<file path="config.mk">
export PLATFORM = sky130hd
export DESIGN_NAME = serial_sub_ctrl
export DESIGN_NICKNAME = d
export VERILOG_FILES = /design/src/rtl/serial_sub_ctrl.sv
export SDC_FILE = /design/constraint.sdc
export NUM_CORES = 1
export LEC_CHECK = 0
export CORE_ASPECT_RATIO = 0.7
export CORE_MARGIN = 8
export CORE_UTILIZATION = 55
export DETAILED_ROUTE_END_ITERATION = 8
export MAX_ROUTING_LAYER = met4
export PLACE_DENSITY_LB_ADDON = 0.2
export REMOVE_ABC_BUFFERS = 1
export SYNTH_ARGS = -nofsm -noshare
export SYNTH_HDL_FRONTEND = slang
export SYNTH_SLANG_ARGS = --single-unit
</file>
<file path="constraint.sdc">
create_clock -name clk -period 3.8 [get_ports clk]
set_clock_uncertainty 0.2 [all_clocks]
set_input_delay 0.38 -clock clk [delete_from_list [all_inputs] [get_ports clk]]
set_output_delay 0.38 -clock clk [all_outputs]
set_load 0.01 [all_outputs]
</file>
<file path="src/rtl/serial_sub_ctrl.sv">
// Bit-serial subtraction controller: one full-subtractor cell is stepped LSB-first
// across WIDTH bits, with valid/ready handshakes on the operand and result sides.
module serial_sub_ctrl #(
  parameter int WIDTH = 8
) (
  input  logic             clk,
  input  logic             rst_n,
  input  logic             in_valid,
  output logic             in_ready,
  input  logic [WIDTH-1:0] a,
  input  logic [WIDTH-1:0] b,
  input  logic             bin,
  input  logic             abort,
  output logic             out_valid,
  input  logic             out_ready,
  output logic [WIDTH-1:0] diff,
  output logic             bout,
  output logic             busy
);

  localparam int CW = $clog2(WIDTH);

  localparam logic [1:0] IDLE = 2'd0;
  localparam logic [1:0] RUN  = 2'd1;
  localparam logic [1:0] DONE = 2'd2;

  localparam logic [CW-1:0] LAST_BIT = CW'(WIDTH - 1);

  logic [1:0]       state;
  logic [WIDTH-1:0] a_sh;
  logic [WIDTH-1:0] b_sh;
  logic [WIDTH-1:0] res_sh;
  logic [WIDTH-1:0] res_next;
  logic             brw;
  logic             brw_next;
  logic             d_bit;
  logic             last_bit;
  logic [CW-1:0]    bit_cnt;

  // The shared full-subtractor cell, fed from the LSBs of the operand shifters.
  assign d_bit    = a_sh[0] ^ b_sh[0] ^ brw;
  assign brw_next = (~a_sh[0] & b_sh[0]) | (~(a_sh[0] ^ b_sh[0]) & brw);
  assign res_next = {d_bit, res_sh[WIDTH-1:1]};
  assign last_bit = (bit_cnt == LAST_BIT);

  assign in_ready  = (state == IDLE);
  assign out_valid = (state == DONE);
  assign busy      = (state == RUN) || (state == DONE);

  always_ff @(posedge clk or negedge rst_n) begin
    if (!rst_n) begin
      state <= IDLE;
    end else begin
      case (state)
        IDLE: if (in_valid) state <= RUN;
        RUN: begin
          if (abort)         state <= IDLE;
          else if (last_bit) state <= DONE;
        end
        DONE: if (abort || out_ready) state <= IDLE;
        default: state <= IDLE;
      endcase
    end
  end

  // An abort freezes the datapath so diff/bout retain the last completed result.
  always_ff @(posedge clk or negedge rst_n) begin
    if (!rst_n) begin
      a_sh    <= '0;
      b_sh    <= '0;
      res_sh  <= '0;
      brw     <= 1'b0;
      bit_cnt <= '0;
      diff    <= '0;
      bout    <= 1'b0;
    end else begin
      case (state)
        IDLE: begin
          if (in_valid) begin
            a_sh    <= a;
            b_sh    <= b;
            brw     <= bin;
            bit_cnt <= '0;
          end
        end
        RUN: begin
          if (!abort) begin
            a_sh   <= a_sh >> 1;
            b_sh   <= b_sh >> 1;
            res_sh <= res_next;
            brw    <= brw_next;
            if (last_bit) begin
              diff    <= res_next;
              bout    <= brw_next;
              bit_cnt <= '0;
            end else begin
              bit_cnt <= bit_cnt + CW'(1);
            end
          end
        end
        default: ;
      endcase
    end
  end

endmodule

</file>
==> results of run 1 <==
==> state kept, by name, summed over array words and instances, names as in the netlist <==
name and flops:
bit_cnt 3, b_sh 8, res_sh 7, diff 8
state 2, bout 1, brw 1, a_sh 8
==> placed cells by master, fill, tap and decap left out <==
master           instances
mux2_1                   5
o211a_2                  1
o21ai_0                  3
dfrtp_1                 38
clkbuf_8                 6
nand2b_4                 1
buf_4                    1
ha_1                     6
mux2_4                  14
nand2b_1                 1
mux2_2                  24
inv_1                    9
nand4b_1                 2
clkdlybuf4s50_1         32
buf_2                    1
fa_1                     1
o211ai_1                 1
or3b_1                   1
nand3b_1                 1
mux2i_1                  6
a31oi_1                  2
bufinv_16                2
nand2_1                  4
nor3b_1                  1
==> cell type report <==
cell class,instances,area share
clock buffer,6,0.03558
tap,38,0.02049
multi-input combinational,74,0.3504
timing repair buffer,34,0.1434
inverter,9,0.01456
sequential,38,0.4097
clock inverter,2,0.02588
==> logic make-up after synthesis <==
group / Yosys count
fa+ha+maj: 7
buf+inv: 15
compound gates: 7
mux: 49
flops: 38
simple gates: 11
==> metrics by stage <==
step	cell area, um^2	cells
after CTS	2321	201
final	2321	201
after detailed placement	2178	193
after global routing	2321	201
after floorplan	1798	121
after global placement	2178	193
==> power breakdown <==
part | switching, W | total, W | internal (W) | leakage (nW)
Clock | 0.000139 | 0.000419 | 0.000280 | 0.0714
Sequential | 0.000101 | 0.000677 | 0.000576 | 0.480
Combinational | 0.000310 | 0.000789 | 0.000480 | 0.529
==> final timing paths <==
check / from / end / slack (ps)
max in group asynchronous: rst_n / diff[2] / 2880
max reg2reg: state[1] / diff[1] / 1360
min reg2reg: res_sh[1] / diff[0] / 300
max: state[1] / diff[1] / 1360
min in group clk: res_sh[1] / diff[0] / 300
min: rst_n / a_sh[0] / -0.5
==> per-layer routing <==
metal  share of wire  GRT usage  up-vias
met5               0          -        -
met4          0.0024    0.03311        0
met3           0.043    0.03648        2
met2            0.45     0.1961       21
met1            0.51     0.1815      516
li1                -          -      510
==> flow_summary.json, run 1 <==
{
  "r2r_cells": 5,
  "die-area_mm2": 0.005489,
  "path_buf_inv": 2,
  "wire_per_inst_um": 16.91,
  "setup_ws_ps": 1360,
  "drive_gt1_frac": 0.3067,
  "die_w_um": 85.19,
  "yosys.cell_count.top_type": "dfrtp_1",
  "num_vias": 1049,
  "cts_made_buffers": 5,
  "ir_drop_mv": 0.4765,
  "synth_area_per_cell_um2": 14.51,
  "drc": 0,
  "netlist_instances": 127,
  "dr.pass1.iters": 3,
  "rsz0062_at_grt": "no",
  "start_util": 0.5815,
  "yosysTopAreaCellShare": 0.5160,
  "cp_max_fo": 14,
  "finalCritPeriodShare": 0.6421,
  "nets": 191,
  "multi_input_area_um2": 813.3,
  "finalHoldViolations": 2,
  "cts_tree": "done",
  "cts_resized": 0,
  "cpLargestDelayFamily": "adder cells",
  "fillers": 199,
  "synth-compound-area-share": 0.02444,
  "htree_levels": 2,
  "core_area_mm2": 0.003169,
  "n_antenna_cell": 0,
  "row_count": 17,
  "synthMuxAreaShare": 0.3238,
  "cts_hold_buffers": 0,
  "ys_top_cells_by_area": "dfrtp_1 (52%), mux2_2 (15%), mux2_4 (11%), ha_1 (4.1%), mux2i_1 (3.3%)",
  "clock_sinks": 38,
  "period_needed_ps": 2440,
  "hpwlAfterDp_mm": 2.430,
  "cts_root_buffer": "clkbuf_8",
  "ys_types": 22,
  "ant_nets": 0,
  "ys_seq_elements": 38,
  "setup_viol": 0,
  "cpPeakStageDelay_ps": 500,
  "fp.dieH_um": 64.43,
  "synth_area_leader_cell": "dfrtp_1",
  "powerDensity_mw_per_mm2": 812.6,
  "crit_chain": "inv_1 -> ha_1 -> buf_4 -> nand3b_1 -> mux2_2",
  "run_status": "finished with violations",
  "p_total_w": 0.001886,
  "cp_slowest_cell": "ha_1",
  "cts_max_path_buffers": 2,
  "p_leak_nw": 1.080,
  "detail_route.wirelength_mm": 3.398,
  "yosys_warnings": 0,
  "synth_edf_count": 0,
  "cp.required_ps": 3770,
  "post_cts_buffers": 0,
  "async_flop_share": 1.000,
  "vias_per_cell": 5.219,
  "ys_seq_area_frac": 0.5160,
  "grt-ovfl-total": 0,
  "grt_pass1_vias": 1145,
  "path_depth": 5,
  "yosys.area_share.simple": 0.04141,
  "synthXorXnorAreaFrac": 0,
  "ys.flop_type": "dfrtp_1",
  "endpoint_kind": "register",
  "path_class": "register to register",
  "slew_viol_final": 0,
  "fin_util": 0.7323,
  "gp_congestion": 0.7124,
  "clk_pin_slew_ps": 70,
  "syn_area_mm2": 0.001843,
  "synthTopCellsByCount": "dfrtp_1 (38), mux2_2 (24), mux2_4 (14), inv_1 (9)",
  "whs_ps": -0.4893,
  "max_slew_margin": 0.4421,
  "pre_cts_slack_ps": 1337,
  "failed_checks": "hold timing",
  "worstPathArrival_ps": 2410,
  "antenna_found_initial": 0,
  "tightest_slew_ps": 836.8,
  "grt_usage": 0.1347,
  "syn_to_final_growth_pct": 25.93,
  "grt_pass1_wl_mm": 5.775,
  "io_buffers": 33,
  "worstHoldPathType": "input port to asynchronous set/reset pin",
  "maxCapViolCount": 0,
  "setup_tns_ps": 0,
  "worstSkewPairLatency_ps": 280,
  "seq_area_um2": 950.9,
  "drt_iter0_drc": 29,
  "synthAdderAreaFrac": 0.05160,
  "grt_max_degree": 39,
  "fmax_mhz": 409.8,
  "ioPinCount": 34,
  "synth_top_family_by_area": "multiplexers",
  "cp-start-kind": "register"
}
Power figures use the tool's default switching activity.
==> run 2, diff against run 1 <==
--- a/config.mk
+++ b/config.mk
@@ -7,7 +7,7 @@
 export LEC_CHECK = 0
 export CORE_ASPECT_RATIO = 0.7
 export CORE_MARGIN = 8
-export CORE_UTILIZATION = 55
+export CORE_UTILIZATION = 46
 export DETAILED_ROUTE_END_ITERATION = 8
 export MAX_ROUTING_LAYER = met4
 export PLACE_DENSITY_LB_ADDON = 0.2
==> constraint.sdc (replaced) <==
create_clock -name clk -period 2 [get_ports clk]
set_clock_uncertainty 0.2 [all_clocks]
set_input_delay 0.2 -clock clk [delete_from_list [all_inputs] [get_ports clk]]
set_output_delay 0.2 -clock clk [all_outputs]
set_load 0.01 [all_outputs]
==> flow_summary.json, run 2 (synthesized netlist as in run 1, its figures left out) <==
{
  "slew_viol_final": 0,
  "worstSkewPairLatency_ps": 280,
  "final_cell_mix": "dfrtp_1 (38), clkdlybuf4s50_1 (30), mux2_2 (24)",
  "top_usage_layer": "met2",
  "setup_ws_ps": 107.3,
  "drc": 0,
  "cp-start-kind": "register",
  "fmax_mhz": 528.3,
  "setup_viol": 0,
  "crit_chain": "inv_1 -> ha_1 -> clkdlybuf4s50_1",
  "htree_levels": 2,
  "p_leak_nw": 1.117,
  "fin_area_mm2": 0.002414,
  "gp_congestion": 0.7677,
  "top_regs": "a_sh (8), b_sh (8), diff (8)",
  "ioPinCount": 34,
  "globalRouteMet2Util": 0.1789,
  "grt_pass1_wl_mm": 5.692,
  "clk_pin_slew_ps": 70,
  "drt_iter0_drc": 17,
  "start_util": 0.4756,
  "ant_nets": 0,
  "drive_gt1_frac": 0.3373,
  "grt_pass1_vias": 1240,
  "die-area_mm2": 0.006321,
  "layout_commonest_cell": "dfrtp_1",
  "grt_max_degree": 39,
  "cpPeakStageDelay_ps": 540,
  "cts_tree": "done",
  "tightest_slew_ps": 477.7,
  "detail_route.wirelength_mm": 3.238,
  "max_slew_margin": 0.6815,
  "fin_util": 0.6229,
  "met3_usage": 0.03892,
  "cts_max_path_buffers": 2,
  "cpLargestDelayFamily": "buffers and inverters",
  "cp.required_ps": 1600,
  "die_w_um": 91.66,
  "endpoint_kind": "primary output",
  "gr-usage-met1": 0.1456,
  "num_vias": 1078,
  "finalHoldViolations": 0,
  "io_buffers": 33,
  "powerDensity_mw_per_mm2": 1508,
  "n_antenna_cell": 0,
  "path_class": "register to primary output",
  "cp_slowest_cell": "clkdlybuf4s50_1",
  "core_area_mm2": 0.003875,
  "period_needed_ps": 1893,
  "setup_tns_ps": 0,
  "worstPathArrival_ps": 1490,
  "grt_usage": 0.1172,
  "rsz0062_at_grt": "no",
  "antenna_found_initial": 0,
  "wire_per_inst_um": 14.65,
  "ir_drop_mv": 0.6669,
  "vias_per_cell": 4.878,
  "hpwlAfterDp_mm": 2.384,
  "nets": 197,
  "fillers": 304,
  "clock_sinks": 38,
  "row_count": 19,
  "pre_cts_slack_ps": 81.59,
  "cts_root_buffer": "clkbuf_8",
  "finalCritPeriodShare": 0.9464,
  "worstHoldPathType": "input port to asynchronous set/reset pin",
  "grt-ovfl-total": 0,
  "postPlaceCellArea_mm2": 0.002258,
  "seq_area_um2": 950.9,
  "cts_made_buffers": 5,
  "path_buf_inv": 2,
  "run_status": "finished clean",
  "dr.pass1.iters": 4,
  "cp_max_fo": 3,
  "syn_to_final_growth_pct": 30.96,
  "fp.dieH_um": 68.96,
  "maxCapViolCount": 0,
  "multi_input_area_um2": 818.3
}
## run 2: changes by cell type in the layout (fill, tap and decap cells not counted)
cell             delta
buf_4               +3
dlygate4sd3_1       +1
ha_2                +2
buf_12              +2
ha_1                -2
dlygate4sd2_1       +2
clkdlybuf4s50_1     -2
## run 2: what timing repair did
action	4_1_cts	5_1_grt
endpoints found under the hold margin	38	0
buffers inserted	0	0
resized for setup	3	1
hold buffers	1	0
setup endpoints to repair	1	1
## run 2: layout make-up
type                            instances  share of cell area
Sequential cell                        38              0.3940
Inverter                                9             0.01400
Tap cell                               52             0.02696
Clock inverter                          2             0.02488
Timing Repair Buffer                   40              0.1669
Multi-Input combinational cell         74              0.3390
Clock buffer                            6             0.03421
## run 2: final timing paths
| kind | cells after the start | slack, ps | to | startpoint |
|---|---|---|---|---|
| min reg2reg | 1 | 310 | diff[0] | res_sh[1] |
| max in group asynchronous | 3 | 960 | state[0] | rst_n |
| min | 3 | 300 | brw | rst_n |
| max reg2reg | 5 | 120 | state[0] | state[0] |
| min in group clk | 1 | 310 | diff[0] | res_sh[1] |
| max | 3 | 110 | out_valid | state[0] |
## run 2: where the power goes
part | switching (W) | internal (W) | total, W
combinational | 0.000590 | 0.000994 | 0.00158
clock | 0.000249 | 0.000532 | 0.000781
sequential | 0.000180 | 0.00109 | 0.00128
## run 2: routing by layer
metal	share of wire	wire, um
met5	0	0
met1	0.50	1605
met3	0.047	151
met2	0.46	1482
met4	0	0
## run 2: per-stage QoR
| step | std cells | hold WS, ps | total power (W) |
|---|---|---|---|
| 6_report | 221 | 303.9 | 0.003639 |
| 5_1_grt | 221 | 330.1 | 0.003884 |
| 4_1_cts | 221 | 297.0 | 0.003696 |
| 3_5_place_dp | 212 | 74.43 | 0.002896 |
| 3_3_place_gp | 212 | 71.72 | 0.002831 |
| 2_1_floorplan | 121 | -295.6 | 0.002381 |
## run 2: worst reg2reg max path, cell delays in order (launching register included)
cell and delay (ps):
dfrtp_1 410, inv_1 110, ha_1 170, or3b_1 400, o211ai_1 130, mux2_1 350
==> RTL edit 1 (flow settings as in run 2) <==
Set the parameter `WIDTH` to 4 (it was 8).
--- a/src/rtl/serial_sub_ctrl.sv
+++ b/src/rtl/serial_sub_ctrl.sv
@@ -3,3 +3,3 @@
 module serial_sub_ctrl #(
-  parameter int WIDTH = 8
+  parameter int WIDTH = 4
 ) (
Ports: changed (resized a, b and diff); port bits go from 34 to 22. The function was not compared with the original's and may differ.
==> RTL edit 1 against run 2 <==
  * Count of clock-buffer cells in the layout decreased by 3
  * Sequential cell count decreased by 17
  * Synthesized area decreased by 41%
  * Die area decreased by 34%
  * Wire length decreased by 40%
  * Worst setup slack improved by 0.015 ns
  * Total power decreased by 45%
  * Cell area decreased by 42%
  * Critical endpoint is now b_sh[2]
==> RTL edit 1: results (changes against run 2) <==
stage;metric;value;unit;change
route;Met3 Routed Length;136;µm;-9.9%
route;initial DRC count;21;;+4
cts;clock buffer depth;2;;unchanged
global_route;vias in the first global route;720;;-42%
place;# port buffers;21;;-36%
outcome;status;complete, no violations;;
route;Vias/cell;4.97;;+1.9%
route;met2 wire length;799;µm;-46%
synthesis;post-synthesis cell type count;19;;-14%
cts;CTS resizes;3;;unchanged
worst_setup_path;Worst EP arrival;1.87;ns;+0.38 ns
synthesis;Synth Area per Inst;13.0;µm²;-10%
route;met1 wire length;986;µm;-39%
synthesis;sequential share of the synthesized area;0.486;;-0.0304
route;DRT Pass-1 Iters;3;;-1
worst_setup_path;flop-to-flop setup slack;0.12;ns;
pwr;Int Pwr;1.35;mW;-48%
pwr;IR drop worst, VDD;0.745;mV;+12%
layout;Total Nets Final;130;;-34%
global_route;initial antenna violation count;0;;unchanged
cts;H-tree levels;1;;-1
global_route;GRT met2 Usage;0.140;;-0.0389
global_route;met3 usage;0.0513;;+0.0124
sta;Slew HR;0.822;;+0.140
global_route;global-route wire length before repair;3370;µm;-41%
layout;biggest regs;a_sh (4), b_sh (4), diff (4);;
synthesis;Commonest cells post-synth;dfrtp_1, mux2_2, inv_1, mux2_4;;
layout;share of cells above drive strength 1;0.273;;-0.0646
place;Placement Cell Area;1350;µm²;-40%
cts;setup repair bufs after CTS;2;;+2
worst_setup_path;Worst path slowest cell;dfrtp_1;;
synthesis;Synth Area in Compound Gates;0.0601;;+0.0357
synthesis;Post-Synth Adder-Cell Area;0.0647;;+0.0131
place;Final HPWL DP;1480;µm;-38%
cts;CTS buffer count;3;;-2
global_route;global-route usage over all layers;0.105;;-0.0124
pwr;Comb power;1.09;mW;-31%
synthesis;main flop type after synthesis;dfrtp_1;;
synthesis;Synth area leaders;dfrtp_1, mux2_4, mux2_2;;
worst_setup_path;slowest cell delay on critical path;0.41;ns;-0.13 ns
pwr;Cell Pwr Density;1440;nW/µm²;-4.2%
worst_setup_path;worst-path fanout max;11;;+8
place;Routability Congestion;0.794;;+3.5%
cts;root buf cell;clkbuf_4;;
global_route;pin count of the biggest net entering global routing;22;;-44%
global_route;met1 GRT Util;0.139;;-0.00657
pwr;LEAKAGE;0.669;nW;-40%
worst_setup_path;critical path startpoint category;register;;
route;top sig layer;met4;;
cts;worst-skew pair later-pin latency;0.30;ns;+0.02 ns
synthesis;mux cell area share after synthesis;0.252;;-0.0718
layout;# fillers;190;;-38%
cts;clock input transition at the sequential cells of the worst setup and hold paths;0.11;ns;+0.04 ns
worst_setup_path;Worst path top cell family by delay;flip-flops;;
worst_hold_path;Hold Path Class;primary input to async pin;;
pwr;Seq. pwr;0.721;mW;-44%
route;drt total wl;1930;µm;-40%
-- RTL edit 1: final cells by class --
cell class / count / area, µm² / share of cell area
well taps: 32 / 40.0 / 0.0288
repair buffers: 26 / 273 / 0.196
flip-flops and latches: 21 / 526 / 0.378
clock inverters: 1 / 5.00 / 0.00360
clock buffers: 3 / 22.5 / 0.0162
multi-input cells: 51 / 495 / 0.356
inverters: 8 / 30.0 / 0.0216
-- RTL edit 1: path summary, 6_finish.rpt --
path | depth (start not counted) | endpoint
worst max-delay path | 6 | b_sh[2]
worst min-delay path | 2 | res_sh[2]
worst max register to register | 6 | b_sh[2]
worst min register to register | 2 | bout
max in group asynchronous | 2 | diff[1]
min in group clk | 2 | bout
-- RTL edit 1: through the flow --
stage	hold WS, ns	instances	setup WS, ns
floorplan	-0.296	80	-0.0942
global placement	0.262	136	0.129
detailed placement	0.280	136	0.105
CTS	0.0231	142	0.0514
global route	0.0119	142	0.0599
finish	0.0246	142	0.123
==> RTL edit 2 (config.mk and constraints of run 2) <==
Made on the original files. Make the reset (`rst_n`) synchronous in 2 clocked blocks.
--- a/src/rtl/serial_sub_ctrl.sv
+++ b/src/rtl/serial_sub_ctrl.sv
@@ -49,3 +49,3 @@
 
-  always_ff @(posedge clk or negedge rst_n) begin
+  always_ff @(posedge clk) begin
     if (!rst_n) begin
@@ -66,3 +66,3 @@
   // An abort freezes the datapath so diff/bout retain the last completed result.
-  always_ff @(posedge clk or negedge rst_n) begin
+  always_ff @(posedge clk) begin
     if (!rst_n) begin
Function: differs if rst_n is asserted again (counterexample within 4 cycles, from zero or initial values and one cycle with rst_n low); with rst_n held inactive, the same outputs for 10 cycles.
==> RTL edit 2 against run 2 <==
  * Sequential cell count stayed put
  * Worst setup slack worse by 0.013 ns
  * Via count is 25% higher
  * Synthesized area is 5.0% lower
  * Utilization is 0.40 points higher
  * Fmax is 0.68% lower
  * Wire length is 13% higher
  * Count of clock-buffer cells in the layout is 1 higher
  * Global-route usage is 1.1 points higher
  * Cell area is 7.0% lower
Power is not compared: it rests on default switching activity, and its combinational part moved more than twofold at a synthesized area within 25%.
==> RTL edit 2: results (changes against run 2) <==
stage;metric;value;unit;change
synthesis;synthesized instance count;185;;+46%
synthesis;Commonest cells post-synth;dfxtp_1, nand2_1, a21oi_1;;
synthesis;sequential share of the synthesized area;0.434;;-0.0817
place;Routability Congestion;0.778;;+1.3%
route;Vias/cell;4.94;;+1.4%
global_route;GRT met2 Usage;0.212;;+0.0332
global_route;global-route usage over all layers;0.128;;+0.0109
route;drt wl/cell;13.4;µm;-8.4%
global_route;met1 GRT Util;0.144;;-0.00198
worst_setup_path;slowest cell delay on critical path;0.56;ns;+0.02 ns
synthesis;main flop type after synthesis;dfxtp_1;;
route;top sig layer;met4;;
synthesis;Post-Synth Adder-Cell Area;0.0543;;+0.00269
worst_setup_path;Worst EP arrival;1.51;ns;+0.02 ns
place;Inst Count DP;264;;+25%
outcome;status;complete, no violations;;
synthesis;mux cell area share after synthesis;0.0971;;-0.227
route;Met3 Routed Length;143;µm;-5.3%
synthesis;Synth area leaders;dfxtp_1, a211oi_2, mux2i_1;;
place;Final HPWL DP;2790;µm;+17%
global_route;vias in the first global route;1309;;+5.6%
cts;CTS resizes;1;;-2
sta;Worst-Margin Slew;0.344;ns;-0.134 ns
route;met2 wire length;1740;µm;+17%
global_route;met3 usage;0.0310;;-0.00791
synthesis;post-synthesis cell type count;23;;+4.5%
global_route;global-route wire length before repair;6090;µm;+7.0%
route;initial DRC count;49;;+32
==> RTL edit 2: cell count changes after synthesis, sizes merged, moves of 11 or more <==
cell / run 2 / this run
dfrtp: 38 / 0
mux2: 43 / 0
mux2i: 6 / 17
nand2: 4 / 33
a211oi: 0 / 17
nor2: 0 / 18
dfxtp: 0 / 38
a21oi: 0 / 22
==> RTL edit 2: final timing paths <==
kind	startpoint	end	slack, ns	depth (start not counted)
setup / recovery	state[0]	in_ready	0.09	3
hold / removal	diff[6]	diff[6]	0.26	2
setup reg to reg	state[1]	a_sh[1]	0.11	7
hold reg to reg	diff[6]	diff[6]	0.26	2
==> RTL edit 2: cell type report <==
class	count	area, µm²
clock buffers	7	86.3
clock inverters	1	5.00
fillers	307	1340
inverters	6	22.5
multi-input cells	129	881
flip-flops and latches	38	761
well taps	50	62.6
repair buffers	41	427
